==> config.mk <==
export PLATFORM = sky130hd
export DESIGN_NAME = data_memory_param
export DESIGN_NICKNAME = d
export VERILOG_FILES = /design/src/rtl/data_memory_param.sv
export SDC_FILE = /design/constraint.sdc
export NUM_CORES = 2
export LEC_CHECK = 0
export ABC_AREA = 1
export CAP_MARGIN = 20
export CORE_MARGIN = 2
export CORE_UTILIZATION = 45
export DETAILED_ROUTE_END_ITERATION = 10
export HOLD_SLACK_MARGIN = 0.12
export SYNTH_ARGS = -nofsm -noshare
export SYNTH_HDL_FRONTEND = slang
export SYNTH_SLANG_ARGS = --single-unit
==> constraint.sdc <==
create_clock -name clock -period 5.15 [get_ports clock]
set_clock_uncertainty 0.05 [all_clocks]
set_input_delay 1.03 -clock clock [delete_from_list [all_inputs] [get_ports clock]]
set_output_delay 1.03 -clock clock [all_outputs]
set_load 0.02 [all_outputs]
==> src/rtl/data_memory_param.sv <==
// Byte-enabled single-port data memory with a power-up clear sequence and registered reads.
// Optional per-byte even parity storage and checking is enabled by defining DMEM_PARITY_EN.
module data_memory_param #(
  parameter int DATA_WIDTH = 8,
  parameter int ADDR_WIDTH = 8
) (
  input  logic                    clock,
  input  logic                    reset,
  input  logic                    mem_read,
  input  logic                    mem_write,
  input  logic [ADDR_WIDTH-1:0]   address,
  input  logic [DATA_WIDTH-1:0]   write_data,
  input  logic [DATA_WIDTH/8-1:0] byte_en,
  output logic [DATA_WIDTH-1:0]   read_data,
  output logic                    read_valid,
  output logic                    ready,
  output logic                    access_err,
  output logic                    parity_err
);

  localparam int NB    = DATA_WIDTH / 8;
  localparam int DEPTH = 1 << ADDR_WIDTH;

  typedef enum logic {S_INIT, S_IDLE} state_t;

  state_t                  state_q, state_d;
  logic [ADDR_WIDTH-1:0]   clr_q, clr_d;
  logic [DATA_WIDTH-1:0]   read_data_q, read_data_d;
  logic                    read_valid_q, read_valid_d;
  logic                    ready_q, ready_d;
  logic                    access_err_q, access_err_d;

  logic [DATA_WIDTH-1:0]   mem_q [DEPTH];
  logic                    mem_we;
  logic [ADDR_WIDTH-1:0]   mem_addr;
  logic [DATA_WIDTH-1:0]   mem_wdata;
  logic [NB-1:0]           mem_be;

`ifdef DMEM_PARITY_EN
  logic [NB-1:0]           par_q [DEPTH];
  logic                    parity_err_q, parity_err_d;
  logic                    par_mismatch;

  always_comb begin
    par_mismatch = 1'b0;
    for (int i = 0; i < NB; i++) begin
      if (par_q[address][i] != ^mem_q[address][8*i +: 8]) par_mismatch = 1'b1;
    end
  end
`endif

  always_comb begin
    state_d      = state_q;
    clr_d        = clr_q;
    read_data_d  = read_data_q;
    read_valid_d = 1'b0;
    ready_d      = ready_q;
    access_err_d = 1'b0;
    mem_we       = 1'b0;
    mem_addr     = address;
    mem_wdata    = write_data;
    mem_be       = byte_en;
`ifdef DMEM_PARITY_EN
    parity_err_d = 1'b0;
`endif
    case (state_q)
      S_INIT: begin
        // Clear one word per cycle; external requests are rejected meanwhile.
        mem_we       = 1'b1;
        mem_addr     = clr_q;
        mem_wdata    = '0;
        mem_be       = '1;
        access_err_d = mem_read | mem_write;
        clr_d        = clr_q + ADDR_WIDTH'(1);
        ready_d      = 1'b0;
        if (clr_q == '1) begin
          state_d = S_IDLE;
          ready_d = 1'b1;
        end
      end
      S_IDLE: begin
        ready_d = 1'b1;
        mem_we  = mem_write;
        if (mem_read && mem_write) begin
          access_err_d = 1'b1;
        end else if (mem_read) begin
          read_data_d  = mem_q[address];
          read_valid_d = 1'b1;
`ifdef DMEM_PARITY_EN
          parity_err_d = par_mismatch;
`endif
        end
      end
      default: begin
        state_d = S_INIT;
        clr_d   = '0;
        ready_d = 1'b0;
      end
    endcase
  end

  always_ff @(posedge clock or posedge reset) begin
    if (reset) begin
      state_q      <= S_INIT;
      clr_q        <= '0;
      read_data_q  <= '0;
      read_valid_q <= 1'b0;
      ready_q      <= 1'b0;
      access_err_q <= 1'b0;
`ifdef DMEM_PARITY_EN
      parity_err_q <= 1'b0;
`endif
    end else begin
      state_q      <= state_d;
      clr_q        <= clr_d;
      read_data_q  <= read_data_d;
      read_valid_q <= read_valid_d;
      ready_q      <= ready_d;
      access_err_q <= access_err_d;
`ifdef DMEM_PARITY_EN
      parity_err_q <= parity_err_d;
`endif
    end
  end

  // Storage array has no reset; the INIT sweep is what clears it.
  always_ff @(posedge clock) begin
    if (mem_we && !reset) begin
      for (int i = 0; i < NB; i++) begin
        if (mem_be[i]) begin
          mem_q[mem_addr][8*i +: 8] <= mem_wdata[8*i +: 8];
`ifdef DMEM_PARITY_EN
          par_q[mem_addr][i] <= ^mem_wdata[8*i +: 8];
`endif
        end
      end
    end
  end

  assign read_data  = read_data_q;
  assign read_valid = read_valid_q;
  assign ready      = ready_q;
  assign access_err = access_err_q;
`ifdef DMEM_PARITY_EN
  assign parity_err = parity_err_q;
`else
  assign parity_err = 1'b0;
`endif

endmodule

# ---- Word-level counts from Yosys, hierarchy flattened
# Memory sizes are Yosys's and may differ from the RTL's. A register that Yosys moved wholly into a read port is not among the register bits.
# Index checks and enable logic that the tools add are counted.
dict set report op_classes {
  n_addsub 1
  eq_ne 1
  n_mux 15
  bitwise 3
  reduce_logical 4
}
# op count
set op_table {}
lappend op_table {{8-bit 2-to-1 mux} 2}
lappend op_table {{1-bit 2-to-1 mux} 10}
lappend op_table {{8-bit by 1-bit adder with 8-bit output, second input constant} 1}
lappend op_table {{8-bit equality test, second input constant} 1}
lappend op_table {{1-bit one-hot mux with 2 select lines} 3}
lappend op_table {{3-bit AND reduction} 1}
lappend op_table {{1-bit logical AND} 2}
lappend op_table {{1-bit NOT} 2}
lappend op_table {{1-bit zero test} 1}
lappend op_table {{1-bit OR} 1}
dict set report totals {
  regBits 12
  ramBits 2048
  output_inout_bits 12
  memories 1
}
# name words word_bits read_ports rd_clocked_by_memory_dff write_ports line_no
set mem_list {}
lappend mem_list {mem_q 256 8 1 1 1 33} ;# logic [DATA_WIDTH-1:0] mem_q [DEPTH];

# ---- Longest topological paths before layout
dict set report depth {
  depth_word 5
  ltp_mapped 15
  depth_no_buf 11
}

# ---- Worst setup path before layout
# Ideal clock, no wire load.
dict set report synth_path {
  path_type {input -> register}
  start {input write_data[0]}
  end {memory mem_q[0][0] (data pin)}
  arrival_ps 3823
  required_ps 4326
  setup_slack_ps 503
  cell_stages 2
  cell_sequence {nand2_1 -> inv_1}
}
dict set report synth_between {
  elab_chain_len 1
}
# element line_no
set synth_lines {}
lappend synth_lines {{start: declaration} 12} ;# input logic [DATA_WIDTH-1:0] write_data,
lappend synth_lines {{8-bit 2-to-1 mux} 66} ;# case (state_q)
lappend synth_lines {{named net mem_wdata[0]} 36} ;# logic [DATA_WIDTH-1:0] mem_wdata;
lappend synth_lines {{end: declaration} 33}
# The timed path passes the listed nets, and every way through them passes these cells.

==> results.ini <==
[grt]
antenna_found_initial=5
grt_max_degree=187
grt_pass1_vias=52900
grtUsageTotal_pct=24.0
grt_pass1_wl_mm=342
grt_remaining_overflow=0

[route]
routed_wl_mm=232
firstDrtPassIters=6
vias_per_cell=5.66
antenna_left=0
drtIter0Drc=6584
num_vias=54500
drc=0
drt-wirelength-per-cell_um=24.1

[clock_tree]
htreeDepth=4
numCtsBuffers=206
cts_sinks=2067
clkLatencyLatePin_ns=0.85
cts_root_buf=clkbuf_16
clock_path_buffers=3
post_cts_resized=0
clkTransAtPathRegs_ns=0.06
cts_tree=done
cts_hold_buffers=0
post_cts_buffers=0

[yosys]
syn_nets=7109
synth_seq_cells=2067
ys_warn_count=0
synth_area_per_cell_sq_um=11.9
ys_types=28
ys_seq_area_share_pct=73.7
synth.cell_area_sq_mm=0.0841
syn_inst=7087

[setup_path]
reg2regPathDepth=9
required_ns=5.56
end_kind=flip-flop
crit_fanout=17
cp-start-kind=flip-flop
cp_cell_sequence=buf_4 > a21oi_1 > inv_1 > nor2_1 > inv_1 > nor2_1 > nand2_1 > buf_4 > nor2_1
cp_slowest_cell=nor2_1
r2r_slack_ns=0.75
cp_top_family=simple AND/OR/NAND/NOR gates
r2r-start=ready
r2r_end=mem_q[214][7]
arrival_ns=4.81
cp_common_cell=nor2_1
path_class=flip-flop to flip-flop
cpPeakStageDelay_ns=0.72
cp_num_buf_inv=4

[flow_run]
maxCapViolations=0

[timing]
fin_hold_ws_ns=0.441
hold_viol_final=0
final_max_slew_viol_count=0
grt_setup_unrepaired=false
fin_ws_ns=0.751
min_period_ns=4.40
tightest_slew_ns=1.18
post-route-period-util_pct=85.4
setup_tns_ns=0
setup_viol=0
relSlewSlack_pct=20.8
max_freq_mhz=227

[floorplanning]
die_w_um=436
ios=33
die-height_um=436
rows=158
die-area_sq_mm=0.190
core-area_sq_mm=0.186
start_util_pct=45.3

[min_path]
min_path_cells=2
hold_start=read_data[6]
min_to=read_data[6]
hold_path_class=flip-flop to flip-flop

[layout]
layout-drive-gt1-share_pct=6.39
fillers=16100
final_util_pct=50.3
final_cell_area_sq_mm=0.0934
area_growth_pct=11.1
nNetsFinal=7001

[place]
place_ws_ns=0.700
dp_hpwl_mm=135
gp_congestion=0.903
io_buffers=31
placed_area_sq_mm=0.0868

[power]
vdd_drop_max_v=0.000294
powerDensity_mw_per_mm2=372
leakage_uw=0.0311

[status]
status=complete, no violations

flip-flops by register name, summed over array words and instances (netlist names):
register    count
access_err      1
mem_q        2048
read_data       8
ready           1
read_valid      1
clr_q           8
routing by layer:
layer / vias to the layer above / wire [um] / GRT usage, %
met5: - / 34 / 0
met4: 6 / 9020 / 9.30
li1: 24900 / - / -
met3: 469 / 19400 / 4.64
met2: 2373 / 109000 / 38.3
met1: 26700 / 94900 / 32.7
worst min-delay path, cell delays in order, from the launching register on:
cell	delay [ns]
dfrtp_1	0.35
nand2_1	0.05
nand2_1	0.06
cell type report:
class	instances	area [sq um]	area share, %
Antenna cell	2	5.00	0.00536
Clock buffer	263	5480	5.87
Clock inverter	120	1110	1.19
Inverter	56	304	0.326
Multi-Input combinational cell	4478	19500	20.8
Sequential cell	2067	62000	66.4
Tap cell	2480	3100	3.32
Timing Repair Buffer	170	1920	2.06
Yosys cell counts:
cell type  count  area, sq um
dfrtp_1       19          475
nand4_1        1         6.26
a21oi_2        1         8.76
nor3_1         1         5.00
xor2_1         5         43.8
buf_1         41          154
buf_6         14          158
inv_4          1         6.26
o21ai_2        3         26.3
clkbuf_1     100          375
buf_2        296         1480
o21ai_0        1         5.00
o21ai_1        2         10.0
clkinv_1       2         7.51
and3_1         2         12.5
o31ai_1        1         7.51
ha_1           1         12.5
edfxtp_1    2048        61500
inv_1         47          176
nor3_4         1         16.3
conb_1         1         3.75
nor2_1       293         1100
buf_4         35          263
inv_2          6         22.5
nand2_1     2117         7950
a21oi_1        3         15.0
nand3_1     2044        10200
xnor2_1        1         8.76
power by group:
| part | internal, uW | switching (uW) |
|---|---|---|
| combinational | 510 | 1300 |
| sequential | 18200 | 5.39 |
| clock | 8370 | 6330 |
| total | 27100 | 7630 |
through the flow:
step / cells / power (uW)
2_1_floorplan: 7087 / 19800
3_3_place_gp: 9251 / 20300
3_5_place_dp: 9251 / 20400
4_1_cts: 9634 / 34900
5_1_grt: 9635 / 35700
6_report: 9636 / 34700
cell families after synthesis:
family | share of synthesized area, %
other cells | 0.00446
flops | 73.7
fa+ha+maj | 0.0149
compound gates | 0.0863
buf+inv | 3.14
simple gates | 23.0
xor+xnor | 0.0625
cells in the final DEF (no fill, tap or decap), drive strengths merged:
master and count:
nand4 1, clkinv 92, o21ai 6, buf 144, diode 2, clkinvlp 7
a21oi 4, and3 2, nand3 2044, dfrtp 19, o31ai 1, clkbuf 263
bufinv 17, xnor2 1, nor3 2, inv 60, ha 1, conb 1
clkdlybuf4s50 26, nor2 293, edfxtp 2048, nand2 2117, xor2 5
worst max path at each step:
stage | from | endpoint | depth (start not counted)
global placement | address[7] | mem_q[72][2] | 8
floorplan | write_data[0] | mem_q[0][0] | 2
detailed placement | address[3] | mem_q[214][5] | 9
global route | ready | mem_q[214][7] | 9
finish | ready | mem_q[214][7] | 9
CTS | ready | mem_q[214][1] | 9
Power figures use the tool's default switching activity.
